$ cat config.mk
export PLATFORM = sky130hd
export DESIGN_NAME = wbuf_bank
export DESIGN_NICKNAME = d
export VERILOG_FILES = /design/src/rtl/wbuf_bank.sv
export SDC_FILE = /design/constraint.sdc
export NUM_CORES = 2
export LEC_CHECK = 0
export CORE_UTILIZATION = 50
export CTS_BUF_LIST = sky130_fd_sc_hd__clkbuf_4 sky130_fd_sc_hd__clkbuf_8
export DETAILED_ROUTE_END_ITERATION = 10
export PLACE_DENSITY = 0.72
export SETUP_SLACK_MARGIN = 0.2
export SYNTH_ARGS = -nofsm -noshare
export SYNTH_HDL_FRONTEND = slang
export SYNTH_SLANG_ARGS = --single-unit
$ cat constraint.sdc
create_clock -name CLK -period 9.13 [get_ports CLK]
set_input_delay 1.3695 -clock CLK [delete_from_list [all_inputs] [get_ports CLK]]
set_output_delay 1.3695 -clock CLK [all_outputs]
set_load 0.02 [all_outputs]
$ cat src/rtl/wbuf_bank.sv
// Double-buffered weight bank: 64 x DW entries per bank with per-bank valid bitmaps.
// Writes land one cycle after the request, which lines them up with the SRAM read latency.
module wbuf_bank #(
   parameter int DW = 16
) (
   input  logic             CLK,
   input  logic             RSTL,
   input  logic             WBUF_EN,
   input  logic [5:0]       WBUF_EN_CTRL,
   input  logic             WBUF_ALL_EN,
   input  logic             WBUF_SWITCH,
   input  logic             WBUF_PURGE,
   input  logic [DW-1:0]    QX,
   output logic [64*DW-1:0] WOUT,
   output logic             BANK_SEL,
   output logic [6:0]       LOAD_CNT,
   output logic             LOAD_FULL,
   output logic             ACTIVE_READY,
   output logic             OVWR
);

   logic [1:0][63:0] r_valid;
   logic             r_sel;
   logic             r_ovwr;
   logic             r_en_d;
   logic             r_all_d;
   logic [5:0]       r_idx_d;
   logic             r_tag_d;

   logic [1:0][63:0] w_we;
   logic [1:0][63:0] w_valid_nxt;
   logic             w_ovwr_hit;
   logic [6:0]       w_load_cnt;

   // One register per entry per bank; the delayed request decodes into a per-entry write strobe.
   for (genvar gi = 0; gi < 64; gi++) begin : g_ent
      for (genvar gb = 0; gb < 2; gb++) begin : g_bank
         logic [DW-1:0] r_word;

         assign w_we[gb][gi] = !WBUF_PURGE && (r_tag_d == 1'(gb)) &&
                               (r_all_d || (r_en_d && (r_idx_d == 6'(gi))));

         always_ff @(posedge CLK or negedge RSTL) begin
            if (!RSTL) begin
               r_word <= '0;
            end else if (w_we[gb][gi]) begin
               r_word <= QX;
            end
         end
      end

      assign WOUT[gi*DW +: DW] = r_sel ? g_bank[1].r_word : g_bank[0].r_word;
   end

   // The switch clear hits the outgoing active bank; a coincident write still sets its own bit.
   always_comb begin
      w_valid_nxt = r_valid;
      if (WBUF_SWITCH) begin
         w_valid_nxt[r_sel] = '0;
      end
      w_valid_nxt = w_valid_nxt | w_we;
   end

   assign w_ovwr_hit = |(r_valid[r_tag_d] & w_we[r_tag_d]);

   always_ff @(posedge CLK or negedge RSTL) begin
      if (!RSTL) begin
         r_valid <= '0;
         r_sel   <= 1'b0;
         r_ovwr  <= 1'b0;
         r_en_d  <= 1'b0;
         r_all_d <= 1'b0;
         r_idx_d <= '0;
         r_tag_d <= 1'b0;
      end else if (WBUF_PURGE) begin
         r_valid <= '0;
         r_sel   <= 1'b0;
         r_ovwr  <= 1'b0;
         r_en_d  <= 1'b0;
         r_all_d <= 1'b0;
         r_idx_d <= '0;
         r_tag_d <= 1'b0;
      end else begin
         r_valid <= w_valid_nxt;
         if (WBUF_SWITCH) begin
            r_sel <= ~r_sel;
         end
         if (w_ovwr_hit) begin
            r_ovwr <= 1'b1;
         end
         r_all_d <= WBUF_ALL_EN;
         r_en_d  <= WBUF_EN && !WBUF_ALL_EN;
         r_idx_d <= WBUF_EN_CTRL;
         r_tag_d <= ~r_sel;
      end
   end

   always_comb begin
      w_load_cnt = '0;
      for (int i = 0; i < 64; i++) begin
         w_load_cnt = w_load_cnt + 7'(r_valid[~r_sel][i]);
      end
   end

   assign BANK_SEL     = r_sel;
   assign LOAD_CNT     = w_load_cnt;
   assign LOAD_FULL    = &r_valid[~r_sel];
   assign ACTIVE_READY = &r_valid[r_sel];
   assign OVWR         = r_ovwr;

endmodule

# Word-level counts from Yosys, hierarchy flattened
# Cells that the tools add are included.
[word_totals]
reg_bits = 2187
inputBits = 28
out_inout_bits = 1035
[op_classes]
n_addsub = 63
order_cmp = 4
n_eq_ne = 63
n_mux = 84
bitwise_logic = 6
n_reduce_logical = 268
[ops]
columns = ["op", "n"]
rows = [
  ["16-bit two-way mux", 64],
  ["64-bit two-way mux", 9],
  ["7-bit by 1-bit adder with 7-bit output", 57],
  ["128-bit two-way mux", 2],
  ["1-bit logical AND", 196],
  ["6-bit == test, second input constant", 32],
  ["128-bit bitwise AND", 1],
  ["128-bit NOT", 1],
  ["128-bit OR", 1],
  ["64-bit AND reduction", 2],
  ["6-bit by 5-bit == test with 1-bit output, second input constant", 16],
  ["64-bit bitwise AND", 1],
  ["64-bit demux with 1-bit select", 1],
  ["1-bit logical OR", 64],
  ["64-bit OR reduction", 1],
  ["6-bit by 4-bit == test with 1-bit output, second input constant", 8],
  ["6-bit by 3-bit == test with 1-bit output, second input constant", 4],
  ["6-bit by 2-bit == test with 1-bit output, second input constant", 2],
  ["6-bit by 1-bit adder with 7-bit output", 1],
  ["1-bit two-way mux", 7],
  ["5-bit by 1-bit adder with 6-bit output", 1],
  ["6-bit by 1-bit == test with 1-bit output, second input constant", 1],
  ["6-bit logical NOT", 1],
  ["1-bit by 2-bit < comparator with 1-bit output, second input constant", 3],
  ["9 further kinds", 12],
]

# Longest topological paths before layout
[depth]
depth_word = 66
depth_mapped = 25

# Worst setup path before layout
# Ideal clock, no wire load.
[synth_timing]
path_type = "flip-flop to output port"
startpoint = "register r_sel (netlist: BANK_SEL)"
endpoint = "output port LOAD_CNT[6]"
t_arrival_ns = 7.436
required_ns = 7.760
path_slack_ns = 0.324
stages_incl_launch_ff = 25
cell_sequence = "dfrtp_1 buf_2 buf_2 buf_2 buf_2 clkbuf_1 clkbuf_1 mux2_2 fa_1 fa_1 fa_1 fa_1 fa_1 fa_1 inv_1 fa_1 inv_1 fa_1 ha_1 fa_1 a21o_1 a21oi_1 inv_1 a21oi_1 o21bai_1"
[synth_via]
elab_chain_cells = 65
[synth_rtl]
columns = ["element", "line", "text"]
rows = [
  ["start: declaration", "23", "logic r_sel;"],
  ["start signal: assignment", "86", "r_sel <= ~r_sel;"],
  ["64-bit two-way mux (not written as such) * (2 in a row)", "101", "w_load_cnt = w_load_cnt + 7'(r_valid[~r_sel][i]);"],
  ["1-bit by 1-bit adder with 2-bit output", "101", ""],
  ["2-bit by 1-bit adder with 3-bit output", "101", ""],
  ["3-bit by 1-bit adder with 4-bit output", "101", ""],
  ["4-bit by 1-bit adder with 5-bit output", "101", ""],
  ["5-bit by 1-bit adder with 6-bit output", "101", ""],
  ["6-bit by 1-bit adder with 7-bit output", "101", ""],
  ["7-bit by 1-bit adder with 7-bit output (56 in a row)", "101", ""],
  ["7-bit by 1-bit adder with 7-bit output *", "101", ""],
  ["end: declaration", "16", "output logic [6:0] LOAD_CNT,"],
]
# Every way passes the cells marked *; elsewhere a longest branch is shown, timed or not. The select of a mux whose other input is x is not followed.

# Worst setup path after layout
# Same ends and word-level chain as after synthesis.

==> metrics.md <==
| Metric | Value |
|---|---|
| Largest net degree at the start of global routing | 183 |
| Drt first pass iters | 6 |
| Failing checks | setup timing |
| Ratio of cells with drive above 1 in the final layout | 52.4% |
| Final Hold Viols | 0 |
| Sequential share of power | 38.3% |
| Routed via count | 60700 |
| Count of max-cap constraint violations | 0 |
| Int Pwr | 0.0234 W |
| Total number of yosys warnings | 0 |
| Root Driver | clkbuf_8 |
| Final Slew Violations | 0 |
| Global route overflow | 0 |
| Hold_buf cts | 0 |
| Cell count after synthesis | 6553 |
| Layout Nets | 7767 |
| Die Y | 444 µm |
| DRT Wirelength | 317000 µm |
| IO Port Bufs | 1062 |
| Post-Layout Cell Count | 10500 |
| Initial antenna violation count | 15 |
| Mapped Avg Cell Area | 14.9 µm² |
| Worst r2r src | r_tag_d$_DFF_PN0_ |
| Syn_nets | 6651 |
| Placed Instances | 9794 |
| Filler Cells Inserted | 14700 |
| CTS clk-pin slew, worst paths | 0.06 ns |
| Clock Skews | 0.0592 ns |
| PnR worst setup slack | -0.158 ns |
| Rel. slew slack | 14.1% |
| Number of global-route vias before repair | 64600 |
| Post-DP HPWL | 208000 µm |
| Die X | 444 µm |
| CP Max Fanout | 7 |
| Post-layout util | 61.8% |
| I/O Pins | 1063 |
| Leak Pwr | 50.9 nW |
| Main flop type after synthesis | dfrtp_1 |
| Post-synth ARST share | 100% |
| Hold Path Class | input pin to async pin |
| Outcome | finished, violations left |
| Cell area after synthesis | 97500 µm² |
| Rows | 161 |
| DR iter-0 viols | 4010 |
| CTS H-tree lvls | 5 |
| Via/cell ratio | 5.80 |
| Clock power frac | 27.5% |
| Crit path launch | BANK_SEL$_DFFE_PN0P_ |
| Area Overhead vs Synth | 22.4% |
| Overall routing resource usage | 32.0% |
| Final Cycle Share | 102% |
| Crit end category | output pin |
| VDD IR-drop max | 535 µV |
| Crit start category | flop |
| Number of distinct library cells after synthesis | 53 |
| Sequential share of the synthesized area | 56.1% |
| Clock buffer depth | 4 |
| Actual transition at the worst max-transition pin | 1.29 ns |
| Num Clock Sinks | 2187 |
| Core Box Area | 193000 µm² |
| DRC | 0 |
| RSZ-0062 raised after global routing | true |
| CTS buffer count | 383 |
| Sw Pwr | 0.0111 W |
| Flops & latches, synth | 2187 |
| Switch share | 32.1% |
| First-pass GRT wire length | 461000 µm |
| Tmin final | 9.29 ns |
| Starting Density | 50.5% |
| Pwr per Cell Area | 289 nW/µm² |
| CTS tree | built |
| Full die area | 197000 µm² |
| Post-synth EDFFs | 0 |
| FMAX | 0.108 GHz |
| CP Data Arrival Time | 7.92 ns |
| WS Path Type | flop to output pin |
| Final setup viols | 2 |
| Gpl congestion | 0.908 |
| Worst-skew pair later-pin latency | 1.12 ns |
| Final ANT Viol Nets | 0 |
| Required @ worst endpoint | 7.76 ns |
| Combinational share of power | 34.2% |
| DR WL/cell | 30.2 µm |
-- final cells by class --
cell class	count	area, µm²	area share [%]
Antenna cell	17	42.5	0.0356
Clock buffer	614	7580	6.35
Clock inverter	38	472	0.395
Inverter	46	173	0.145
Multi-Input combinational cell	3792	40800	34.2
Sequential cell	2187	54700	45.9
Tap cell	2526	3160	2.65
Timing Repair Buffer	1259	12400	10.4
-- power groups by stage --
stage | Sequential (W) | Combinational, W | Clock, W
3_5_place_dp | 0.0134 | 0.0116 | 0
4_1_cts | 0.0132 | 0.0117 | 0.00968
5_1_grt | 0.0135 | 0.0123 | 0.0101
6_report | 0.0132 | 0.0118 | 0.00949
2_1_floorplan | 0.0129 | 0.00671 | 0
3_3_place_gp | 0.0132 | 0.0115 | 0
-- cells by family (layout without fill, tap and decap cells) --
family | after synthesis | after routing | synth area share, %
simple gates | 273 | 273 | 1.55
compound gates | 255 | 255 | 1.77
mux | 3189 | 3189 | 36.7
flops | 2187 | 2187 | 56.1
xor+xnor | 5 | 5 | 0.0449
fa+ha+maj | 70 | 70 | 1.31
buf+inv | 574 | 1957 | 2.45
other cells | 0 | 17 | 0
-- worst max-delay path, stage by stage (launching register included) --
cell,delay (ns)
dfrtp_4,0.58
buf_6,0.16
buf_12,0.12
buf_16,0.14
mux2i_4,0.20
fa_1,0.56
inv_1,0.05
fa_1,0.51
inv_2,0.05
fa_2,0.57
inv_2,0.04
fa_1,0.46
fa_1,0.52
fa_1,0.50
inv_1,0.05
fa_1,0.43
inv_1,0.08
fa_2,0.45
ha_4,0.19
fa_2,0.38
a21o_1,0.18
a21oi_2,0.18
inv_1,0.07
a21oi_2,0.13
o21bai_1,0.07
buf_4,0.17
-- layer usage --
metal	vias up	track usage [%]	part of all wire [%]
met5	-	0	0
met4	0	16.4	5.6
met3	642	8.19	6.6
met2	1810	50.1	47
met1	32600	41.2	41
li1	25700	-	-
-- metrics by stage --
| stage | instance area [µm²] | hold WS [ns] | worst slack, ns | total power (W) | TNS, ns |
|---|---|---|---|---|---|
| 3_5_place_dp | 111000 | 0.490 | 0.539 | 0.0249 | 0 |
| 2_1_floorplan | 97500 | 0.473 | 0.324 | 0.0197 | 0 |
| 3_3_place_gp | 111000 | 0.483 | 0.527 | 0.0246 | 0 |
| 4_1_cts | 119000 | 0.132 | -0.202 | 0.0346 | -0.386 |
| 5_1_grt | 119000 | 0.180 | -0.403 | 0.0359 | -0.882 |
| 6_report | 119000 | 0.173 | -0.158 | 0.0345 | -0.231 |
-- state kept, by name, summed over array words and instances (netlist names) --
name                 cells
g_ent.g_bank.r_word   2048
r_valid                128
r_idx_d                  6
BANK_SEL                 1
OVWR                     1
r_all_d                  1
r_en_d                   1
r_tag_d                  1
-- worst paths after layout --
kind,endpoint,slack (ns),cells past startpoint
max in group asynchronous,BANK_SEL$_DFFE_PN0P_,6.61,3
max,LOAD_CNT[6],-0.16,25
max reg2reg,OVWR$_DFFE_PN0P_,5.06,8
min reg2reg,g_ent[57].g_bank[1].r_word[14]$_DFFE_PN0P_,0.50,1
min in group CLK,g_ent[57].g_bank[1].r_word[14]$_DFFE_PN0P_,0.50,1
min,g_ent[6].g_bank[1].r_word[6]$_DFFE_PN0P_,0.17,1
-- synthesized netlist by cell type (14+ instances only) --
library cell / instances / area share [%]
mux2_2: 3126 / 36
dfrtp_1: 2187 / 56
clkbuf_1: 330 / 1.3
buf_2: 185 / 0.95
a21o_1: 132 / 1.0
nor2_1: 97 / 0.37
a21oi_1: 74 / 0.38
mux2i_1: 63 / 0.65
fa_1: 54 / 1.1
inv_1: 46 / 0.18
nor2_2: 38 / 0.24
nand4_1: 34 / 0.22
nand2_1: 17 / 0.065
ha_1: 16 / 0.21
nor4_1: 16 / 0.10
o22ai_1: 14 / 0.090
-- placed cells by master (no fill, tap or decap), drive strengths merged, types with 9 or more instances in the layout --
cell,instances
diode,17
clkinv,21
a21oi,75
mux2i,63
fa,54
nor2,135
a21o,132
clkbuf,614
ha,16
o22ai,14
bufinv,10
nand2,17
dfrtp,2187
inv,48
nor4,16
buf,219
nor3,9
mux2,3126
nand4,34
clkdlybuf4s50,1038
-- timing repair --
item,4_1_cts,5_1_grt
setup endpoints to repair,7,6
buffers inserted,9,4
gates resized for setup,48,15
gates cloned,3,0
pin swaps,9,9
Power figures use the tool's default switching activity.
